==> src/rtl/vga_pkg.sv <==
// Shared 640x480@60 raster constants and the colour format exchanged
// between vga_timing and the screen renderer.
package vga_pkg;

    localparam int H_ACTIVE = 640;
    localparam int H_FP     = 16;
    localparam int H_SYNC   = 96;
    localparam int H_BP     = 48;
    localparam int V_ACTIVE = 480;
    localparam int V_FP     = 10;
    localparam int V_SYNC   = 2;
    localparam int V_BP     = 33;

    localparam int H_TOTAL  = H_ACTIVE + H_FP + H_SYNC + H_BP;
    localparam int V_TOTAL  = V_ACTIVE + V_FP + V_SYNC + V_BP;
    localparam int HS_START = H_ACTIVE + H_FP;
    localparam int HS_END   = HS_START + H_SYNC;
    localparam int VS_START = V_ACTIVE + V_FP;
    localparam int VS_END   = VS_START + V_SYNC;

    localparam int CNT_W = 10;
    localparam int RED_W = 3;
    localparam int GRN_W = 3;
    localparam int BLU_W = 2;

    typedef logic [CNT_W-1:0] coord_t;

    typedef struct packed {
        logic [RED_W-1:0] r;
        logic [GRN_W-1:0] g;
        logic [BLU_W-1:0] b;
    } rgb_t;

    // Half-open window test used for both sync pulses.
    function automatic logic in_span(input coord_t pos, input coord_t lo, input coord_t hi);
        return (pos >= lo) && (pos < hi);
    endfunction

endpackage

==> src/rtl/vga_timing_pixel_tick_gen.sv <==
// Board-clock divider producing a one-clk enable every CLK_DIV clocks.
// Kept standalone so other slow-rate blocks can share the same tick source.
module pixel_tick_gen #(
    parameter int CLK_DIV = 4
) (
    input  logic clk,
    input  logic rst_n,
    output logic tick
);

    localparam int DIV_W = (CLK_DIV > 1) ? $clog2(CLK_DIV) : 1;
    localparam logic [DIV_W-1:0] DIV_LAST = DIV_W'(CLK_DIV - 1);

    logic [DIV_W-1:0] div_cnt_reg;
    logic [DIV_W-1:0] div_cnt_next;
    logic             tick_reg;
    logic             tick_next;

    // The tick is registered from the next count so it is high exactly while
    // div_cnt sits at its last value, yet still resets to 0 when CLK_DIV is 1.
    always_comb begin
        div_cnt_next = (div_cnt_reg == DIV_LAST) ? '0 : div_cnt_reg + 1'b1;
        tick_next    = (div_cnt_next == DIV_LAST);
    end

    always_ff @(posedge clk or negedge rst_n) begin
        if (!rst_n) begin
            div_cnt_reg <= '0;
            tick_reg    <= 1'b0;
        end else begin
            div_cnt_reg <= div_cnt_next;
            tick_reg    <= tick_next;
        end
    end

    assign tick = tick_reg;

endmodule

==> src/rtl/vga_timing.sv <==
// VGA raster generator: pixel counters for the renderer plus an output
// register that lines up colour, blanking and sync on the same pixel edge.
module vga_timing #(
    parameter int CLK_DIV     = 4,
    parameter int H_ACTIVE    = vga_pkg::H_ACTIVE,
    parameter int H_FP        = vga_pkg::H_FP,
    parameter int H_SYNC      = vga_pkg::H_SYNC,
    parameter int H_BP        = vga_pkg::H_BP,
    parameter int V_ACTIVE    = vga_pkg::V_ACTIVE,
    parameter int V_FP        = vga_pkg::V_FP,
    parameter int V_SYNC      = vga_pkg::V_SYNC,
    parameter int V_BP        = vga_pkg::V_BP,
    parameter int SYNC_ACTIVE = 0
) (
    input  logic       clk,
    input  logic       rst_n,
    output logic [9:0] sx,
    output logic [9:0] sy,
    output logic       de,
    output logic       pix_tick,
    output logic       frame_start,
    input  logic [2:0] pix_r,
    input  logic [2:0] pix_g,
    input  logic [1:0] pix_b,
    output logic [2:0] vga_r,
    output logic [2:0] vga_g,
    output logic [1:0] vga_b,
    output logic       vga_hs,
    output logic       vga_vs
);

    import vga_pkg::*;

    localparam int H_TOT = H_ACTIVE + H_FP + H_SYNC + H_BP;
    localparam int V_TOT = V_ACTIVE + V_FP + V_SYNC + V_BP;

    localparam coord_t H_LAST  = coord_t'(H_TOT - 1);
    localparam coord_t V_LAST  = coord_t'(V_TOT - 1);
    localparam coord_t H_ACT_C = coord_t'(H_ACTIVE);
    localparam coord_t V_ACT_C = coord_t'(V_ACTIVE);
    localparam coord_t HS_LO   = coord_t'(H_ACTIVE + H_FP);
    localparam coord_t HS_HI   = coord_t'(H_ACTIVE + H_FP + H_SYNC);
    localparam coord_t VS_LO   = coord_t'(V_ACTIVE + V_FP);
    localparam coord_t VS_HI   = coord_t'(V_ACTIVE + V_FP + V_SYNC);

    localparam logic SYNC_ON  = (SYNC_ACTIVE != 0);
    localparam logic SYNC_OFF = !SYNC_ON;

    logic   tick;
    coord_t sx_reg, sx_next;
    coord_t sy_reg, sy_next;
    rgb_t   rgb_reg, rgb_next;
    rgb_t   pix_rgb;
    logic   hs_reg, hs_next;
    logic   vs_reg, vs_next;
    logic   line_end, frame_end;
    logic   de_int, hs_zone, vs_zone;

    pixel_tick_gen #(
        .CLK_DIV (CLK_DIV)
    ) u_pixel_tick (
        .clk   (clk),
        .rst_n (rst_n),
        .tick  (tick)
    );

    assign pix_rgb = '{r: pix_r, g: pix_g, b: pix_b};

    // >= rather than == so a counter can never run past its maximum.
    always_comb begin
        line_end  = (sx_reg >= H_LAST);
        frame_end = (sy_reg >= V_LAST);
        sx_next   = sx_reg;
        sy_next   = sy_reg;
        if (tick) begin
            if (line_end) begin
                sx_next = '0;
                sy_next = frame_end ? '0 : sy_reg + 1'b1;
            end else begin
                sx_next = sx_reg + 1'b1;
            end
        end
    end

    always_ff @(posedge clk or negedge rst_n) begin
        if (!rst_n) begin
            sx_reg <= '0;
            sy_reg <= '0;
        end else begin
            sx_reg <= sx_next;
            sy_reg <= sy_next;
        end
    end

    // Output stage samples the pre-increment position, so colour and both
    // syncs describe the same pixel one tick after it was presented.
    always_comb begin
        de_int   = (sx_reg < H_ACT_C) && (sy_reg < V_ACT_C);
        hs_zone  = in_span(sx_reg, HS_LO, HS_HI);
        vs_zone  = in_span(sy_reg, VS_LO, VS_HI);
        rgb_next = rgb_reg;
        hs_next  = hs_reg;
        vs_next  = vs_reg;
        if (tick) begin
            rgb_next = de_int ? pix_rgb : '0;
            hs_next  = hs_zone ? SYNC_ON : SYNC_OFF;
            vs_next  = vs_zone ? SYNC_ON : SYNC_OFF;
        end
    end

    always_ff @(posedge clk or negedge rst_n) begin
        if (!rst_n) begin
            rgb_reg <= '0;
            hs_reg  <= SYNC_OFF;
            vs_reg  <= SYNC_OFF;
        end else begin
            rgb_reg <= rgb_next;
            hs_reg  <= hs_next;
            vs_reg  <= vs_next;
        end
    end

    assign sx          = sx_reg;
    assign sy          = sy_reg;
    assign de          = de_int;
    assign pix_tick    = tick;
    assign frame_start = tick && (sx_reg == '0) && (sy_reg == '0);
    assign vga_r       = rgb_reg.r;
    assign vga_g       = rgb_reg.g;
    assign vga_b       = rgb_reg.b;
    assign vga_hs      = hs_reg;
    assign vga_vs      = vs_reg;

endmodule

==> config.mk <==
export PLATFORM = sky130hd
export DESIGN_NAME = vga_timing
export DESIGN_NICKNAME = d
export VERILOG_FILES = /design/src/rtl/vga_pkg.sv /design/src/rtl/vga_timing_pixel_tick_gen.sv /design/src/rtl/vga_timing.sv
export SDC_FILE = /design/constraint.sdc
export NUM_CORES = 1
export LEC_CHECK = 0
export BUFFER_PORTS_ARGS = -buffer_cell sky130_fd_sc_hd__buf_2
export CORE_ASPECT_RATIO = 1.2
export CORE_MARGIN = 2
export CORE_UTILIZATION = 57
export CTS_CLUSTER_SIZE = 8
export DETAILED_ROUTE_END_ITERATION = 12
export PLACE_DENSITY = 0.86
export SLEW_MARGIN = 20
export SYNTH_ARGS = -nofsm -noshare
export SYNTH_HDL_FRONTEND = slang
export SYNTH_SLANG_ARGS = --single-unit
export TNS_END_PERCENT = 30
==> constraint.sdc <==
create_clock -name clk -period 3.25 [get_ports clk]
set_input_delay 0.325 -clock clk [delete_from_list [all_inputs] [get_ports clk]]
set_output_delay 0.325 -clock clk [all_outputs]
set_load 0.01 [all_outputs]
==> results of run 1 <==
-- through the flow --
stage                     util (%)  setup WS, ns  cell area [µm²]  hold WS [ns]  std cells
after floorplan                  -          1.48             1770        0.0294        186
after detailed placement      66.0          1.34             1980         0.417        256
final                         68.3          1.11             2050        0.0349        264
after global routing          68.3          1.01             2050        0.0897        264
after CTS                     68.3          1.11             2050        0.0453        264
after global placement        66.0          1.38             1980         0.416        256
-- area by class of cell --
class | count | area, µm²
clock buffer | 7 | 65.1
clock inverter | 1 | 5.00
fill | 256 | 950
inverter | 17 | 63.8
multi-input combinational | 127 | 826
sequential | 33 | 828
tap | 36 | 45.0
timing repair buffer | 43 | 218
-- power by group through the flow --
| stage | sequential (mW) | combinational [mW] | clock, mW |
|---|---|---|---|
| floorplan | 0.429 | 0.00460 | 0 |
| global placement | 0.426 | 0.0256 | 0 |
| detailed placement | 0.426 | 0.0264 | 0 |
| CTS | 0.418 | 0.0263 | 0.269 |
| global route | 0.419 | 0.0295 | 0.284 |
| finish | 0.418 | 0.0256 | 0.261 |
-- worst paths after layout --
check | end | depth (start not counted)
max | de | 5
min | sy[2]$_DFFE_PN0P_ | 1
max reg2reg | sy[7]$_DFFE_PN0P_ | 5
min reg2reg | u_pixel_tick.div_cnt_reg[0]$_DFF_PN0_ | 1
max in group asynchronous | sx[1]$_DFFE_PN0P_ | 1
min in group clk | vga_r[0]$_DFFE_PN0P_ | 3
-- per-layer routing --
layer | vias up | global-route usage (%)
li1 | 740 | -
met1 | 771 | 30.8
met2 | 61 | 40.9
met3 | 14 | 4.61
met4 | 0 | 13.1
met5 | - | 0
-- placed cells by master (no fill, tap or decap), drive strengths merged, types with 2 or more instances in the layout --
cell type	Yosys	final
xor2	2	2
nand4	4	4
and4	3	3
buf	6	43
dfrtp	31	31
xnor2	2	2
ha	6	6
a22o	5	5
nor4	2	2
nor3	6	6
a21oi	6	6
a21boi	2	2
o21ai	8	8
and3	6	6
inv	17	17
nand2	20	20
nor2b	2	2
dfstp	2	2
nor2	17	17
nor4b	3	3
clkbuf	3	7
nand3	8	8
o22ai	9	9
a221o	2	2
-- cells by family (layout without fill, tap and decap cells) --
group           count (synthesis)  count (layout)
compound gates                 41              41
xor+xnor                        4               4
fa+ha+maj                       6               6
buf+inv                        26              68
flops                          33              33
mux                             2               2
simple gates                   74              74
==> run_results.csv, run 1 <==
group,metric,value,unit
run_status,outcome,"finished, final reports clean",
critical_path,worstSetupPathType,"register to primary output",
synth,synth_top_family_by_area,"simple AND/OR/NAND/NOR gates",
synth,synth.most_common_cell,"dfrtp_1",
synth,synthMuxAreaShare,1.20,%
sta,rsz0062_at_grt,"false",
layout,fin_nets,243,
power_and_ir_drop,power_frac_clock,37.0,%
floorplan,rows,22,
placement,hpwlAfterDp,2810,µm
power_and_ir_drop,finalPower,0.704,mW
synth,yosys_warnings,0,
clocking,post_cts_buffers,0,
sta,slew_viol_final,0,
critical_path,worst-r2r-setup-slack,1.32,ns
critical_path,critPathSlowestCell,"or3b_2",
critical_path,cp.arrival,1.81,ns
placement,gp_congestion,0.785,
synth,synth_common_cells,"dfrtp_1, nand2_1, inv_1",
power_and_ir_drop,p_seq_share,59.4,%
critical_path,crit_required,2.92,ns
power_and_ir_drop,switching_share,21.8,%
sta,finalSetupTns,0,ns
synth,synth_compound_area_share,17.4,%
layout,n_antenna_cell,0,
clocking,ctsResizeCount,0,
synth,synth_area_leaders,"dfrtp_1, ha_1, nand2_1",
clocking,path_clk_slew,0.10,ns
critical_path,crit_chain,"nand2_1, nor2_1, or3b_2, inv_1, buf_2",
sta,fin_crit,2.14,ns
routing,wl,3980,µm
synth,ys_seq_area_share,46.9,%
sta,hold_viol_final,0,
routing,top_layer,"met4",
power_and_ir_drop,pwr-share-comb,3.6,%
global_route,overflow,0,
critical_path,endpoint_kind,"primary output",
critical_path,cp_slowest_stage_delay,0.57,ns
clocking,insertion_delay,0.34,ns
floorplan,dieArea,3560,µm²
clocking,hold_buffers,0,
synth,ys.flop_type,"dfrtp_1",
synth,synth_edf_count,0,
sta,fin_crit_sh,65.7,%
global_route,grt_max_degree,34,
clocking,cts_tree,"yes",
synth,synth_simple_gate_area_share,22.0,%
critical_path,path_delay_family,"simple AND/OR/NAND/NOR gates",
layout,drive_gt1_share,27.2,%
clocking,cts_buffers,5,
synth,postSynthAreaPerCell,9.49,µm²
critical_path,path_buf_inv,2,
floorplan,die_w,54.8,µm
synth,syn_nets,202,
floorplan,die_height,65.0,µm
critical_path,startpoint,"sy[6]$_DFFE_PN0P_",
clocking,clk_root_buffer_cell,"clkbuf_4",
synth,async_flop_share,100,%
clocking,htree_levels,2,
routing,vias,1586,
synth,synthAdderAreaFrac,4.25,%
power_and_ir_drop,leakage,1.01,nW
job,cap_violations,0,
synth,synth-xor-area-share,1.98,%
routing,wire_per_inst,15.1,µm
floorplan,io_pins,43,
power_and_ir_drop,power_switching,0.154,mW
floorplan,start_util,58.8,%
power_and_ir_drop,vdd_drop_max,0.308,mV
global_route,grt_pass1_wl,6490,µm
power_and_ir_drop,p_per_area,343,nW/µm²
synth,synth.cell_area,1770,µm²
routing,wl_met2,1970,µm
sta,final-setup-viol-count,0,
sta,worst_pin_slew,0.724,ns
power_and_ir_drop,internal-power,0.551,mW
synth,netlist_instances,186,
global_route,antenna_found_initial,0,
critical_path,r2r_start,"sx[0]$_DFFE_PN0P_",
routing,wl_met1,1680,µm
worst_hold_path,hp-class,"input port to asynchronous set/reset pin",
synth,synth_top_area_share,43.9,%
synth,netlist-cell-type-count,48,
sta,fmax,468,MHz
global_route,grt_pass1_vias,1501,
routing,drc_errors,0,
routing,wl_met3,212,µm
global_route,grt_usage,25.2,%
routing,viasPerCell,6.01,
sta,max-slew-margin-rel,51.8,%
routing,drtIter0Drc,35,
routing,antenna_left,0,
routing,first_pass_iters,4,
critical_path,cp_max_fo,9,
sta,fin_worst_skew,0.0108,ns
floorplan,core-area,3000,µm²
placement,portBuffers,42,
synth,synth_seq_cells,33,
clocking,clockBufferDepth,2,
synth,synth_top_cell_by_area,"dfrtp_1",
layout,synthToLayoutAreaGrowth,16.2,%
clocking,cts_sinks,33,
critical_path,cp-start-kind,"register",
Power figures use the tool's default switching activity.
==> run 2, diff against run 1 <==
--- a/config.mk
+++ b/config.mk
@@ -8,10 +8,10 @@
 export BUFFER_PORTS_ARGS = -buffer_cell sky130_fd_sc_hd__buf_2
 export CORE_ASPECT_RATIO = 1.2
 export CORE_MARGIN = 2
-export CORE_UTILIZATION = 57
+export CORE_UTILIZATION = 48
 export CTS_CLUSTER_SIZE = 8
 export DETAILED_ROUTE_END_ITERATION = 12
-export PLACE_DENSITY = 0.86
+export PLACE_DENSITY = 0.78
 export SLEW_MARGIN = 20
 export SYNTH_ARGS = -nofsm -noshare
 export SYNTH_HDL_FRONTEND = slang
==> constraint.sdc (replaced) <==
create_clock -name clk -period 1.8 [get_ports clk]
set_input_delay 0.18 -clock clk [delete_from_list [all_inputs] [get_ports clk]]
set_output_delay 0.18 -clock clk [all_outputs]
set_load 0.01 [all_outputs]
==> run_results.csv, run 2 (same netlist as run 1, synthesis figures left out) <==
group,metric,value,unit
global_route,grt_pass1_wl,6890,µm
routing,drc_errors,0,
clocking,clk_root_buffer_cell,"clkbuf_8",
routing,viasPerCell,5.55,
routing,drtIter0Drc,70,
layout,n_antenna_cell,0,
sta,rsz0062_at_grt,"true",
power_and_ir_drop,p_per_area,724,nW/µm²
run_status,outcome,"complete, but fails checks",
clocking,cts_tree,"yes",
floorplan,dieArea,4180,µm²
placement,dpl.cell_count,270,
routing,wl_met3,165,µm
global_route,antenna_found_initial,0,
critical_path,worstSetupPathType,"register to primary output",
floorplan,start_util,49.4,%
clocking,htree_levels,2,
sta,fin_worst_skew,0.00833,ns
placement,hpwlAfterDp,2880,µm
sta,hold_viol_final,0,
routing,wl_met2,2050,µm
critical_path,crit_required,1.62,ns
layout,num-fill-cells,293,
sta,fin_ws,-0.0432,ns
sta,max-slew-margin-rel,51.2,%
layout,mostFrequentLayoutCell,"buf_2",
critical_path,cp.arrival,1.66,ns
routing,first_pass_iters,4,
routing,wl_met1,1750,µm
run_status,violations,"negative setup slack",
clocking,insertion_delay,0.29,ns
critical_path,cp_num_cells,7,
routing,top_layer,"met4",
routing,vias,1554,
worst_hold_path,hp-class,"input port to register",
clocking,clockBufferDepth,2,
critical_path,cp_slowest_stage_delay,0.39,ns
placement,placed_area,2070,µm²
critical_path,reg2reg_depth,6,
floorplan,io_pins,43,
global_route,grt_pass1_vias,1505,
layout,stdcell_area,2260,µm²
routing,wire_per_inst,14.4,µm
clocking,path_clk_slew,0.07,ns
job,cap_violations,0,
power_and_ir_drop,finalPower,1.64,mW
layout,drive_gt1_share,34.0,%
global_route,overflow,0,
layout,synthToLayoutAreaGrowth,28.0,%
worst_hold_path,hold_depth,3,
floorplan,die_height,70.4,µm
layout,fin_nets,256,
routing,antenna_left,0,
critical_path,path_buf_inv,3,
placement,portBuffers,42,
power_and_ir_drop,vdd_drop_max,0.489,mV
sta,final-setup-viol-count,1,
critical_path,cp-start-kind,"register",
clocking,cts_buffers,5,
sta,fin_crit,1.84,ns
power_and_ir_drop,leakage,1.10,nW
critical_path,cp_max_fo,4,
critical_path,critPathSlowestCell,"dfrtp_1",
floorplan,die_w,59.4,µm
floorplan,core-area,3570,µm²
layout,final_cell_mix,"buf_2, dfrtp_1, nand2_1",
critical_path,endpoint_kind,"primary output",
sta,fin_crit_sh,102,%
global_route,grt_usage,21.9,%
floorplan,rows,24,
sta,fmax,543,MHz
global_route,grt_max_degree,34,
layout,fin_cells,280,
critical_path,path_common_cell,"and4_1",
critical_path,path_delay_family,"simple AND/OR/NAND/NOR gates",
clocking,cts_sinks,33,
critical_path,crit_chain,"buf_6, inv_4, ha_4, nor4b_2, and4_1, and4_1, buf_2",
sta,slew_viol_final,0,
routing,wl,4040,µm
sta,worst_pin_slew,0.732,ns
placement,gp_congestion,0.795,
-- run 2: cell types whose count changed in the layout (fill, tap and decap cells not counted), sizes merged --
cell         change
dlygate4sd3      +1
buf             +12
bufinv           +2
clkbuf           -2
-- run 2: worst reg2reg max path: stages, from the launching register on --
cell	delay, ns
dfrtp_1	0.39
buf_4	0.14
ha_2	0.19
and4_4	0.21
o41ai_4	0.31
nor2_4	0.10
a221o_1	0.31
-- run 2: metrics by stage --
stage	worst slack [ns]	util, %	setup TNS [ns]	hold WS [ns]
finish	-0.0432	63.2	-0.0432	0.113
floorplan	0.0308	-	0	-0.116
global placement	0.107	57.8	0	0.276
CTS	-0.0458	62.9	-0.0571	0.107
global route	-0.0910	63.2	-0.168	0.110
detailed placement	0.0644	57.8	0	0.284
-- run 2: final timing paths --
check | startpoint | end | slack [ns]
setup / recovery | sx[1]$_DFFE_PN0P_ | frame_start | -0.04
hold / removal | pix_r[1] | vga_r[1]$_DFFE_PN0P_ | 0.11
setup reg to reg | sx[1]$_DFFE_PN0P_ | sy[7]$_DFFE_PN0P_ | 0.04
hold reg to reg | u_pixel_tick.div_cnt_reg[0]$_DFF_PN0_ | u_pixel_tick.div_cnt_reg[0]$_DFF_PN0_ | 0.45
max in group asynchronous | rst_n | sy[6]$_DFFE_PN0P_ | 0.80
min in group asynchronous | rst_n | sy[2]$_DFFE_PN0P_ | 0.48
-- run 2: layout make-up --
cell class	count	area [µm²]	share of cell area (%)
clock inverter	3	65.1	2.88
clock buffer	5	68.8	3.05
multi-input combinational	127	858	38.0
tap	39	48.8	2.16
sequential	33	831	36.8
timing repair buffer	56	322	14.2
inverter	17	66.3	2.93
-- run 2: routing by layer --
| metal | track usage (%) | vias up |
|---|---|---|
| li1 | - | 765 |
| met1 | 28.8 | 742 |
| met2 | 33.6 | 41 |
| met3 | 4.81 | 6 |
| met4 | 10.4 | 0 |
| met5 | 0 | - |
-- run 2: repair_timing --
action                                  CTS  global route
hold endpoints to repair                 31             0
hold buffers                              1             0
pin swaps                                 2             2
buffers inserted                          1             0
resized for setup                         8             6
endpoints found under the setup margin    2            10
-- run 2: report_power, final --
group	leakage [nW]	internal, mW	switching [mW]
Clock	0.0681	0.550	0.284
Sequential	0.418	0.751	0.00443
Combinational	0.614	0.0193	0.0281
Total	1.10	1.32	0.317
